File: src/rtl/alu_ctrl_muldiv_if.sv
// Issue/result bus between main control, the ALU control block and the datapath.
// The master side drives the instruction fields and the slave side returns the controls.
interface alu_ctrl_muldiv_if #(
  parameter int WIDTH  = 32,
  parameter int CTRL_W = 3
);
  logic [1:0]        ALUOp;
  logic [5:0]        funct;
  logic              valid;
  logic [WIDTH-1:0]  rs_val;
  logic [WIDTH-1:0]  rt_val;
  logic [CTRL_W-1:0] ALU_control_out;
  logic [WIDTH-1:0]  hilo_out;
  logic              hilo_sel;
  logic              stall;
  logic              busy;
  logic              done;

  modport master (
    output ALUOp, funct, valid, rs_val, rt_val,
    input  ALU_control_out, hilo_out, hilo_sel, stall, busy, done
  );

  modport slave (
    input  ALUOp, funct, valid, rs_val, rt_val,
    output ALU_control_out, hilo_out, hilo_sel, stall, busy, done
  );
endinterface

File: src/rtl/alu_ctrl_muldiv.sv
// ALU control decode plus an iterative multiply/divide engine with HI/LO registers.
// Mult/div take WIDTH cycles in RUN; a zero divisor completes on the next edge.
module alu_ctrl_muldiv #(
  parameter int WIDTH  = 32,
  parameter int CTRL_W = 3
) (
  input  logic             clk,
  input  logic             rst_n,
  alu_ctrl_muldiv_if.slave bus
);
  localparam int CNT_W = $clog2(WIDTH + 1);

  typedef enum logic [1:0] {IDLE, RUN, DONE} state_t;
  state_t state, state_nxt;

  logic [WIDTH-1:0] hi, lo, acc, sh, opb;
  logic [CNT_W-1:0] count;
  logic             is_div, neg_q, neg_r;

  logic [2:0] alu_code;
  always_comb begin
    alu_code = 3'b010;
    case (bus.ALUOp)
      2'b01: alu_code = 3'b110;
      2'b11: alu_code = 3'b111;
      2'b10: begin
        case (bus.funct)
          6'b100010: alu_code = 3'b110;
          6'b100100: alu_code = 3'b000;
          6'b100101: alu_code = 3'b001;
          6'b101010: alu_code = 3'b111;
          default:   alu_code = 3'b010;
        endcase
      end
      default: alu_code = 3'b010;
    endcase
  end
  assign bus.ALU_control_out = CTRL_W'(alu_code);

  logic rtype, op_mult, op_multu, op_div, op_divu, op_mfhi, op_mflo, op_mthi, op_mtlo;
  logic md_class, md_iter_op, can_issue, start, div0;
  assign rtype      = (bus.ALUOp == 2'b10);
  assign op_mult    = rtype && (bus.funct == 6'b011000);
  assign op_multu   = rtype && (bus.funct == 6'b011001);
  assign op_div     = rtype && (bus.funct == 6'b011010);
  assign op_divu    = rtype && (bus.funct == 6'b011011);
  assign op_mfhi    = rtype && (bus.funct == 6'b010000);
  assign op_mflo    = rtype && (bus.funct == 6'b010010);
  assign op_mthi    = rtype && (bus.funct == 6'b010001);
  assign op_mtlo    = rtype && (bus.funct == 6'b010011);
  assign md_iter_op = op_mult | op_multu | op_div | op_divu;
  assign md_class   = md_iter_op | op_mfhi | op_mflo | op_mthi | op_mtlo;
  assign can_issue  = (state != RUN);
  assign start      = bus.valid && md_iter_op && can_issue;
  assign div0       = (op_div | op_divu) && (bus.rt_val == '0);

  // Signed ops iterate on magnitudes; signs are reapplied on the final edge.
  logic             a_neg, b_neg;
  logic [WIDTH-1:0] a_mag, b_mag;
  assign a_neg = (op_mult | op_div) && bus.rs_val[WIDTH-1];
  assign b_neg = (op_mult | op_div) && bus.rt_val[WIDTH-1];
  assign a_mag = a_neg ? -bus.rs_val : bus.rs_val;
  assign b_mag = b_neg ? -bus.rt_val : bus.rt_val;

  logic [WIDTH:0]     m_sum, d_rem;
  logic [WIDTH-1:0]   d_diff, acc_step, sh_step, q_res, r_res, hi_res, lo_res;
  logic               d_ge;
  logic [2*WIDTH-1:0] prod_mag, prod;
  always_comb begin
    m_sum  = {1'b0, acc} + (sh[0] ? {1'b0, opb} : '0);
    d_rem  = {acc, sh[WIDTH-1]};
    d_ge   = (d_rem >= {1'b0, opb});
    d_diff = d_rem[WIDTH-1:0] - opb;
    if (is_div) begin
      acc_step = d_ge ? d_diff : d_rem[WIDTH-1:0];
      sh_step  = {sh[WIDTH-2:0], d_ge};
    end else begin
      acc_step = m_sum[WIDTH:1];
      sh_step  = {m_sum[0], sh[WIDTH-1:1]};
    end
    prod_mag = {acc_step, sh_step};
    prod     = neg_q ? -prod_mag : prod_mag;
    q_res    = neg_q ? -sh_step : sh_step;
    r_res    = neg_r ? -acc_step : acc_step;
    hi_res   = is_div ? r_res : prod[2*WIDTH-1:WIDTH];
    lo_res   = is_div ? q_res : prod[WIDTH-1:0];
  end

  always_ff @(posedge clk or negedge rst_n) begin
    if (!rst_n) state <= IDLE;
    else        state <= state_nxt;
  end

  always_comb begin
    state_nxt = state;
    case (state)
      IDLE, DONE: state_nxt = start ? (div0 ? DONE : RUN) : IDLE;
      RUN:        if (count == CNT_W'(1)) state_nxt = DONE;
      default:    state_nxt = IDLE;
    endcase
  end

  always_comb begin
    bus.busy     = (state == RUN);
    bus.done     = (state == DONE);
    bus.stall    = 1'b0;
    bus.hilo_sel = 1'b0;
    bus.hilo_out = '0;
    if (rst_n && bus.valid && md_class)
      bus.stall = (state == RUN) || (md_iter_op && !div0);
    if (rst_n && bus.valid && can_issue) begin
      if (op_mfhi) begin
        bus.hilo_sel = 1'b1;
        bus.hilo_out = hi;
      end else if (op_mflo) begin
        bus.hilo_sel = 1'b1;
        bus.hilo_out = lo;
      end
    end
  end

  always_ff @(posedge clk or negedge rst_n) begin
    if (!rst_n) begin
      hi     <= '0;
      lo     <= '0;
      acc    <= '0;
      sh     <= '0;
      opb    <= '0;
      count  <= '0;
      is_div <= 1'b0;
      neg_q  <= 1'b0;
      neg_r  <= 1'b0;
    end else if (start) begin
      if (div0) begin
        hi <= bus.rs_val;
        lo <= '1;
      end else begin
        acc    <= '0;
        sh     <= a_mag;
        opb    <= b_mag;
        count  <= CNT_W'(WIDTH);
        is_div <= op_div | op_divu;
        neg_q  <= a_neg ^ b_neg;
        neg_r  <= a_neg;
      end
    end else if (state == RUN) begin
      acc   <= acc_step;
      sh    <= sh_step;
      count <= count - CNT_W'(1);
      if (count == CNT_W'(1)) begin
        hi <= hi_res;
        lo <= lo_res;
      end
    end else if (bus.valid && can_issue) begin
      if (op_mthi) hi <= bus.rs_val;
      if (op_mtlo) lo <= bus.rs_val;
    end
  end
endmodule

File: src/flat_wrapper.sv
// flat-port wrapper written by rule: the top's interface ports become plain ports
module alu_ctrl_muldiv_flat 
#(
  parameter int WIDTH  = 32,
  parameter int CTRL_W = 3
)
  (clk, rst_n, bus_ALUOp, bus_funct, bus_valid, bus_rs_val, bus_rt_val, bus_ALU_control_out, bus_hilo_out, bus_hilo_sel, bus_stall, bus_busy, bus_done);
  alu_ctrl_muldiv_if #(.WIDTH(WIDTH), .CTRL_W(CTRL_W)) bus_i ();
  input  logic clk;
  input  logic rst_n;
  input wire logic [$bits(bus_i.ALUOp)-1:0] bus_ALUOp;
  input wire logic [$bits(bus_i.funct)-1:0] bus_funct;
  input wire logic [$bits(bus_i.valid)-1:0] bus_valid;
  input wire logic [$bits(bus_i.rs_val)-1:0] bus_rs_val;
  input wire logic [$bits(bus_i.rt_val)-1:0] bus_rt_val;
  output wire logic [$bits(bus_i.ALU_control_out)-1:0] bus_ALU_control_out;
  output wire logic [$bits(bus_i.hilo_out)-1:0] bus_hilo_out;
  output wire logic [$bits(bus_i.hilo_sel)-1:0] bus_hilo_sel;
  output wire logic [$bits(bus_i.stall)-1:0] bus_stall;
  output wire logic [$bits(bus_i.busy)-1:0] bus_busy;
  output wire logic [$bits(bus_i.done)-1:0] bus_done;
  assign bus_i.ALUOp = bus_ALUOp;
  assign bus_i.funct = bus_funct;
  assign bus_i.valid = bus_valid;
  assign bus_i.rs_val = bus_rs_val;
  assign bus_i.rt_val = bus_rt_val;
  assign bus_ALU_control_out = bus_i.ALU_control_out;
  assign bus_hilo_out = bus_i.hilo_out;
  assign bus_hilo_sel = bus_i.hilo_sel;
  assign bus_stall = bus_i.stall;
  assign bus_busy = bus_i.busy;
  assign bus_done = bus_i.done;
  alu_ctrl_muldiv #(.WIDTH(WIDTH), .CTRL_W(CTRL_W)) u_core (.clk(clk), .rst_n(rst_n), .bus(bus_i));
endmodule
File: config.mk
export PLATFORM = sky130hd
export DESIGN_NAME = alu_ctrl_muldiv_flat
export DESIGN_NICKNAME = d
export VERILOG_FILES = /design/src/rtl/alu_ctrl_muldiv_if.sv /design/src/rtl/alu_ctrl_muldiv.sv /design/src/flat_wrapper.sv
export SDC_FILE = /design/constraint.sdc
export NUM_CORES = 1
export LEC_CHECK = 0
export ABC_AREA = 1
export BUFFER_PORTS_ARGS = -buffer_cell sky130_fd_sc_hd__buf_2
export CAP_MARGIN = 20
export CORE_ASPECT_RATIO = 1.5
export CORE_MARGIN = 2
export CORE_UTILIZATION = 56
export DETAILED_ROUTE_END_ITERATION = 12
export PLACE_DENSITY = 0.74
export SETUP_SLACK_MARGIN = 0.4
export SKIP_CTS_REPAIR_TIMING = 1
export SYNTH_ARGS = -nofsm -noshare
export SYNTH_HDL_FRONTEND = slang
export SYNTH_SLANG_ARGS = --single-unit
File: constraint.sdc
create_clock -name clk -period 4.4 [get_ports clk]
set_input_delay 0.66 -clock clk [delete_from_list [all_inputs] [get_ports clk]]
set_output_delay 0.66 -clock clk [all_outputs]
set_load 0.05 [all_outputs]
==> results.toml, run 1 <==
[synth]
yosysTopAreaCellShare_pct = 23.8
seq_area_frac_synth_pct = 23.8
ys.flop_type = "dfrtp_1"
ys_async_sr_fraction_pct = 100
synth_enable_flop_cells = 0
synth_fp_nets = 3197
syn_area_per_cell_sq_um = 5.90
synthMostInstantiatedCell = "nand2_1"
synth-seq-cells = 171
syn-cell-area_sq_mm = 0.0180
synth_commonest_cells = "nand2_1, inv_1, nor2_1, nand3_1, o21ai_0"
synth_top_area_cell = "dfrtp_1"
yosysUniqueCellTypes = 65
synthCells = 3050
yosys_warnings = 0
ys_top_cells_by_area = "dfrtp_1, nand2_1, inv_1"

[global_routing]
grt_max_degree = 167
track_usage_pct = 56.6
grt-ovfl-total = 5

[placed_design]
globalplace.congestion = 1.16
dp_hpwl_um = 66900
dp_slack_ns = -0.0825
numPortBuffers = 113

[run_status]
outcome = "did not finish"
firstError = "[ERROR GRT-0232] Routing congestion too high. Check the congestion heatmap in the GUI."
haltStage = "global routing"

[floorplanning]
start_util_pct = 56.7
rows = 80
pin_count = 114
die_width_um = 150
die_h_um = 224

[clock_network]
cts.sinks = 171
root_buffer = "clkbuf_16"
cts_buffers = 17
htree_levels = 4
cts_max_path_buffers = 2

[timing]
endpoint_type = "register data pin"
worstEndpointGrtRepair = "u_core.hi[10]$_DFFE_PN0P_/D"
[metal layers]
metal | overflow | global-route usage [%]
met5 | 0 | 0.152
met1 | 0 | 57.5
met2 | 1 | 83.0
met4 | 4 | 62.1
met3 | 0 | 22.1
[metrics by stage]
stage,instances,area [sq um],hold WS (ns)
after global placement,3581,19500,0.459
after floorplan,3050,18000,0.364
after CTS,3613,20100,-0.0420
after detailed placement,3581,19500,0.462
[logic make-up after synthesis]
kind of cell | after synthesis | synth area share (%)
simple gates | 1649 | 39.2
buf+inv | 574 | 12.6
compound gates | 515 | 16.0
flops | 171 | 23.8
fa+ha+maj | 72 | 5.09
xor+xnor | 68 | 3.31
mux | 1 | 0.0626
==> run 2, diff against run 1 <==
Settings changed: CORE_ASPECT_RATIO 1.5 to not set, CORE_UTILIZATION 56 to 40, PLACE_DENSITY 0.74 to not set, PLACE_DENSITY_LB_ADDON set to 0.15, SETUP_SLACK_MARGIN 0.4 to not set.
==> run 2 against run 1 <==
  * The flow now finishes without violations
  * Synthesized cell count is the same
  * Synthesized area unchanged
==> results.toml, run 2 <==
[critical_path]
timing.rr.end = "u_core.hi[6]"
crit_path_max_fanout = 5
start_kind = "flip-flop"
r2r_start = "u_core.acc[1]"
worst_ep_arrival_time_ns = 4.61
max_stage_delay_ns = 0.46
reg2reg_depth = 31
required_ns = 4.82
critPathSlowestCell = "dfrtp_1"
cp-end-kind = "flip-flop"
ff2ff_setup_slack_ns = 0.21
cpMostUsedCell = "nand2_1"
path_class = "flip-flop to flip-flop"

[placed_design]
dp_hpwl_um = 70500
place_area_sq_mm = 0.0201
globalplace.congestion = 1.00
dp_cells = 3798
numPortBuffers = 113

[clock_network]
cts.sinks = 171
clock_latency_ns = 0.51
cts_buffers = 17
htree_levels = 4
clk_pin_slew_worst_paths_ns = 0.07
cts_tree = "done"
root_buffer = "clkbuf_16"
cts_max_path_buffers = 2

[routing]
wirelength_um = 87900
vias = 21600
wire_per_inst_um = 22.8
drc = 0
firstDrtPassIters = 5
drt_iter0_drc = 2826
ant_nets = 0
vias_per_cell = 5.60

[timing]
clock_skew_ns = 0.0145
fmax_mhz = 238
slew_headroom_pct = 17.1
hold_violations = 0
slew_viol_final = 0
holdWs_ns = 0.345
finalCriticalPeriod_ns = 4.19
max_slew.worst_pin.slew_ns = 1.23
period_share_pct = 95.3
setup_viol = 0

[floorplanning]
die-area_sq_mm = 0.0467
pin_count = 114
core_sq_mm = 0.0443
start_util_pct = 40.6
die_width_um = 216
die_h_um = 216
rows = 77

[synth]
yosysUniqueCellTypes = 65
syn-cell-area_sq_mm = 0.0180
ys_async_sr_fraction_pct = 100
synth_enable_flop_cells = 0
synth_commonest_cells = "nand2_1, inv_1, nor2_1, nand3_1, o21ai_0"
synthMostInstantiatedCell = "nand2_1"
synth_fp_nets = 3197
synthCells = 3050
synth-seq-cells = 171
yosysTopAreaCellShare_pct = 23.8
synth_top_area_cell = "dfrtp_1"
ys_top_cells_by_area = "dfrtp_1, nand2_1, inv_1"
ys.flop_type = "dfrtp_1"
syn_area_per_cell_sq_um = 5.90
yosys_warnings = 0
seq_area_frac_synth_pct = 23.8

[run_status]
outcome = "complete, no violations"

[layout]
seqCellArea_sq_mm = 0.00429
layout_commonest_cell = "nand2_1"
multi_input_area_sq_mm = 0.0120
fillers = 4873
area_growth_pct = 18.1
layout.cells.non_filler = 3854
fin_area_sq_mm = 0.0213
final_layout_size_suffix_gt1_share_pct = 15.4
mostFrequentLayoutCells = "nand2_1, inv_1, nor2_1, nand3_1, o21ai_0"
nets = 3395

[global_routing]
track_usage_pct = 37.5
grt_max_degree = 64
first_global_vias = 19900
busiest_layer = "met1"
grt-ovfl-total = 0
grt_pass1_wl_um = 130000
use_met1_pct = 56.7
met2_usage_pct = 52.5
antenna_found_initial = 3
met3_usage_pct = 8.94

[power_and_ir_drop]
ir_drop_mv = 0.487
power_density_mw_per_mm2 = 795
leakage_nw = 10.8

[worst_hold_path]
hold_class = "input port to asynchronous set/reset pin"

[run]
maxCapViolCount = 0
[run 2: cell counts after synthesis]
Identical to the previous run, type by type.
[run 2: cell type report]
cell class	instances	share of cell area (%)
Antenna cell	1	0.0118
Clock buffer	20	2.10
Clock inverter	12	0.430
Inverter	470	8.30
Multi-Input combinational cell	2305	56.3
Sequential cell	171	20.2
Tap cell	592	3.48
Timing Repair Buffer	283	9.19
[run 2: worst max-delay path, delay by kind of cell (launching register included)]
kind            cells  cell delay [ns]
simple gates       20             2.10
compound gates      4             0.50
flops               1             0.46
fa+ha+maj           2             0.46
buf+inv             4             0.40
xor+xnor            1             0.17
[run 2: cells by family (layout without fill, tap and decap cells)]
logic type / count (synthesis) / in the layout / share of synthesized area, %
AOI/OAI and AO/OA: 515 / 515 / 16.0
xor gates and xnor gates: 68 / 68 / 3.31
adders and majority gates: 72 / 72 / 5.09
buffers and inverters: 574 / 785 / 12.6
DFF: 171 / 171 / 23.8
muxes: 1 / 1 / 0.0626
other: 0 / 1 / 0
and+or+nand+nor: 1649 / 1649 / 39.2
[run 2: how the worst max path moves through the flow]
stage,start,depth (start not counted),slack (ns),to
floorplan,bus_ALUOp[1],9,0.41,bus_stall
global placement,u_core.opb[12],31,0.13,u_core.hi[10]
detailed placement,u_core.opb[12],31,-0.02,u_core.hi[10]
CTS,u_core.opb[12],31,-0.01,u_core.hi[10]
global route,u_core.opb[2],33,-0.01,u_core.hi[10]
finish,u_core.acc[1],31,0.21,u_core.hi[6]
[run 2: metrics by stage]
stage / total power, W / utilization (%) / worst slack [ns] / setup TNS, ns
floorplan: 0.00938 / - / 0.412 / 0
global placement: 0.0144 / 45.2 / 0.125 / 0
detailed placement: 0.0144 / 45.2 / -0.0152 / -0.0152
CTS: 0.0160 / 46.5 / -0.0142 / -0.0162
global route: 0.0180 / 48.0 / -0.0115 / -0.0115
finish: 0.0169 / 48.0 / 0.206 / 0
[run 2: power by group]
part / internal [W] / switching, W
combinational: 0.00424 / 0.00839
clock: 0.000740 / 0.000786
sequential: 0.00220 / 0.000535
total: 0.00718 / 0.00971
[run 2: per-layer routing]
| metal | up-vias | part of all wire [%] | routed length, um |
|---|---|---|---|
| met4 | 4 | 2.6 | 2290 |
| met2 | 1111 | 40 | 35200 |
| met3 | 119 | 11 | 9680 |
| met1 | 10200 | 46 | 40700 |
| li1 | 10200 | - | - |
| met5 | - | 0.031 | 27 |
(Power assumes the default switching activity.)
==> run 3, diff against run 2 <==
Clock period 4.4 ns to 3.4 ns, I/O delays scaled along.
==> run 3 against run 2 <==
  * The run now ends with negative setup slack left
  * Routed wire length up 2.3%
  * Die area unchanged
  * Count of clock-buffer cells in the layout down 2
  * Largest cell class unchanged
==> results.toml, run 3 (synthesis gave the netlist of run 2 again) <==
[run_status]
outcome = "complete, but fails checks"
violations = "negative setup slack"

[routing]
firstDrtPassIters = 6
vias_per_cell = 5.43
wire_per_inst_um = 21.3
wirelength_um = 89900
drc = 0
ant_nets = 0
drt_iter0_drc = 2560
vias = 22900

[layout]
mostFrequentLayoutCells = "nand2_1, buf_4, inv_1, nor2_1, nand3_1"
nets = 3760
final_layout_size_suffix_gt1_share_pct = 29.2
fillers = 4556
layout_commonest_cell = "nand2_1"
layout.cells.non_filler = 4220
area_growth_pct = 40.5

[critical_path]
cp-end-kind = "flip-flop"
worst_ep_arrival_time_ns = 4.29
start_kind = "flip-flop"
critPathSlowestCell = "dfrtp_2"
r2r_start = "u_core.acc[17]"
required_ns = 3.83
path_class = "flip-flop to flip-flop"
max_stage_delay_ns = 0.48
reg2reg_depth = 29
crit_path_max_fanout = 3
startpoint = "u_core.acc[17]"

[clock_network]
htree_levels = 4
clock_latency_ns = 0.51
clk_pin_slew_worst_paths_ns = 0.09
cts_tree = "done"
root_buffer = "clkbuf_16"
cts_buffers = 17
cts.sinks = 171
cts_max_path_buffers = 2

[floorplanning]
die_h_um = 216
pin_count = 114
die_width_um = 216
core_sq_mm = 0.0443
die-area_sq_mm = 0.0467
rows = 77
start_util_pct = 40.6

[timing]
hold_violations = 0
slew_viol_final = 0
rsz0062_at_grt = "yes"
period_share_pct = 113
setup_viol = 34
fmax_mhz = 260
setup_ws_ns = -0.453
slew_headroom_pct = 30.7
max_slew.worst_pin.slew_ns = 1.04
finalCriticalPeriod_ns = 3.85
clock_skew_ns = 0.0269
holdWs_ns = 0.166

[worst_hold_path]
hold_class = "input port to asynchronous set/reset pin"

[run]
maxCapViolCount = 0

[power_and_ir_drop]
total_power_w = 0.0265
power_density_mw_per_mm2 = 1050
ir_drop_mv = 0.679
leakage_nw = 12.8

[global_routing]
track_usage_pct = 38.0
grt-ovfl-total = 0
grt_max_degree = 73
grt_pass1_wl_um = 133000
antenna_found_initial = 2
first_global_vias = 21200

[placed_design]
numPortBuffers = 113
dp_slack_ns = -0.748
dp_hpwl_um = 73000
globalplace.congestion = 0.995
dp_cells = 4164
[run 3: changes by cell type in the layout (fill, tap and decap cells not counted), sizes merged]
cell / before / now
bufinv: 0 / 2
diode: 1 / 2
inv: 468 / 473
clkinvlp: 5 / 2
clkbuf: 21 / 22
buf: 282 / 644
clkinv: 9 / 7
[run 3: final cells by class]
class                      instances  area (sq um)  area share, %
multi-input combinational       2305         13000           51.4
inverter                         470          1770           6.98
timing repair buffer             648          4860           19.2
sequential                       171          4290           17.0
clock inverter                    14           175          0.693
antenna                            2          5.00         0.0198
tap                              592           741           2.93
clock buffer                      18           439           1.74
[run 3: worst max-delay path: cells and delay by family, from the launching register on]
family | cells | cell delay, ns
compound gates | 6 | 0.64
simple gates | 17 | 1.88
flops | 1 | 0.48
fa+ha+maj | 2 | 0.41
buf+inv | 4 | 0.35
[run 3: final timing paths]
| path | endpoint | slack [ns] |
|---|---|---|
| max | u_core.hi[18] | -0.45 |
| min | u_core.acc[5] | 0.17 |
| max reg2reg | u_core.hi[18] | -0.45 |
| min reg2reg | u_core.hi[19] | 0.49 |
| max in group asynchronous | u_core.sh[0] | 1.68 |
| min in group clk | u_core.opb[30] | 0.33 |
[run 3: through the flow]
stage	utilization (%)	instance area, sq um	TNS (ns)
after floorplan	-	18400	-0.253
after global placement	52.6	23300	-16.09
after detailed placement	52.6	23300	-18.65
after CTS	54.0	23900	-20.31
after global routing	57.0	25300	-13.89
final	57.1	25300	-6.69
[run 3: per-layer routing]
| layer | vias to the layer above | share of wire [%] | routed length, um | track usage, % |
|---|---|---|---|---|
| met5 | - | 0 | 0 | 0 |
| met4 | 0 | 2.8 | 2500 | 10.6 |
| met2 | 1084 | 40 | 36000 | 53.2 |
| met3 | 124 | 10 | 9060 | 8.48 |
| li1 | 10900 | - | - | - |
| met1 | 10800 | 47 | 42300 | 57.8 |
[run 3: power by group]
group	internal, W	leakage, nW	switching, W
logic	0.00851	10.5	0.0123
registers	0.00285	2.02	0.000648
clock network	0.00113	0.296	0.00107
total	0.0125	12.8	0.0141
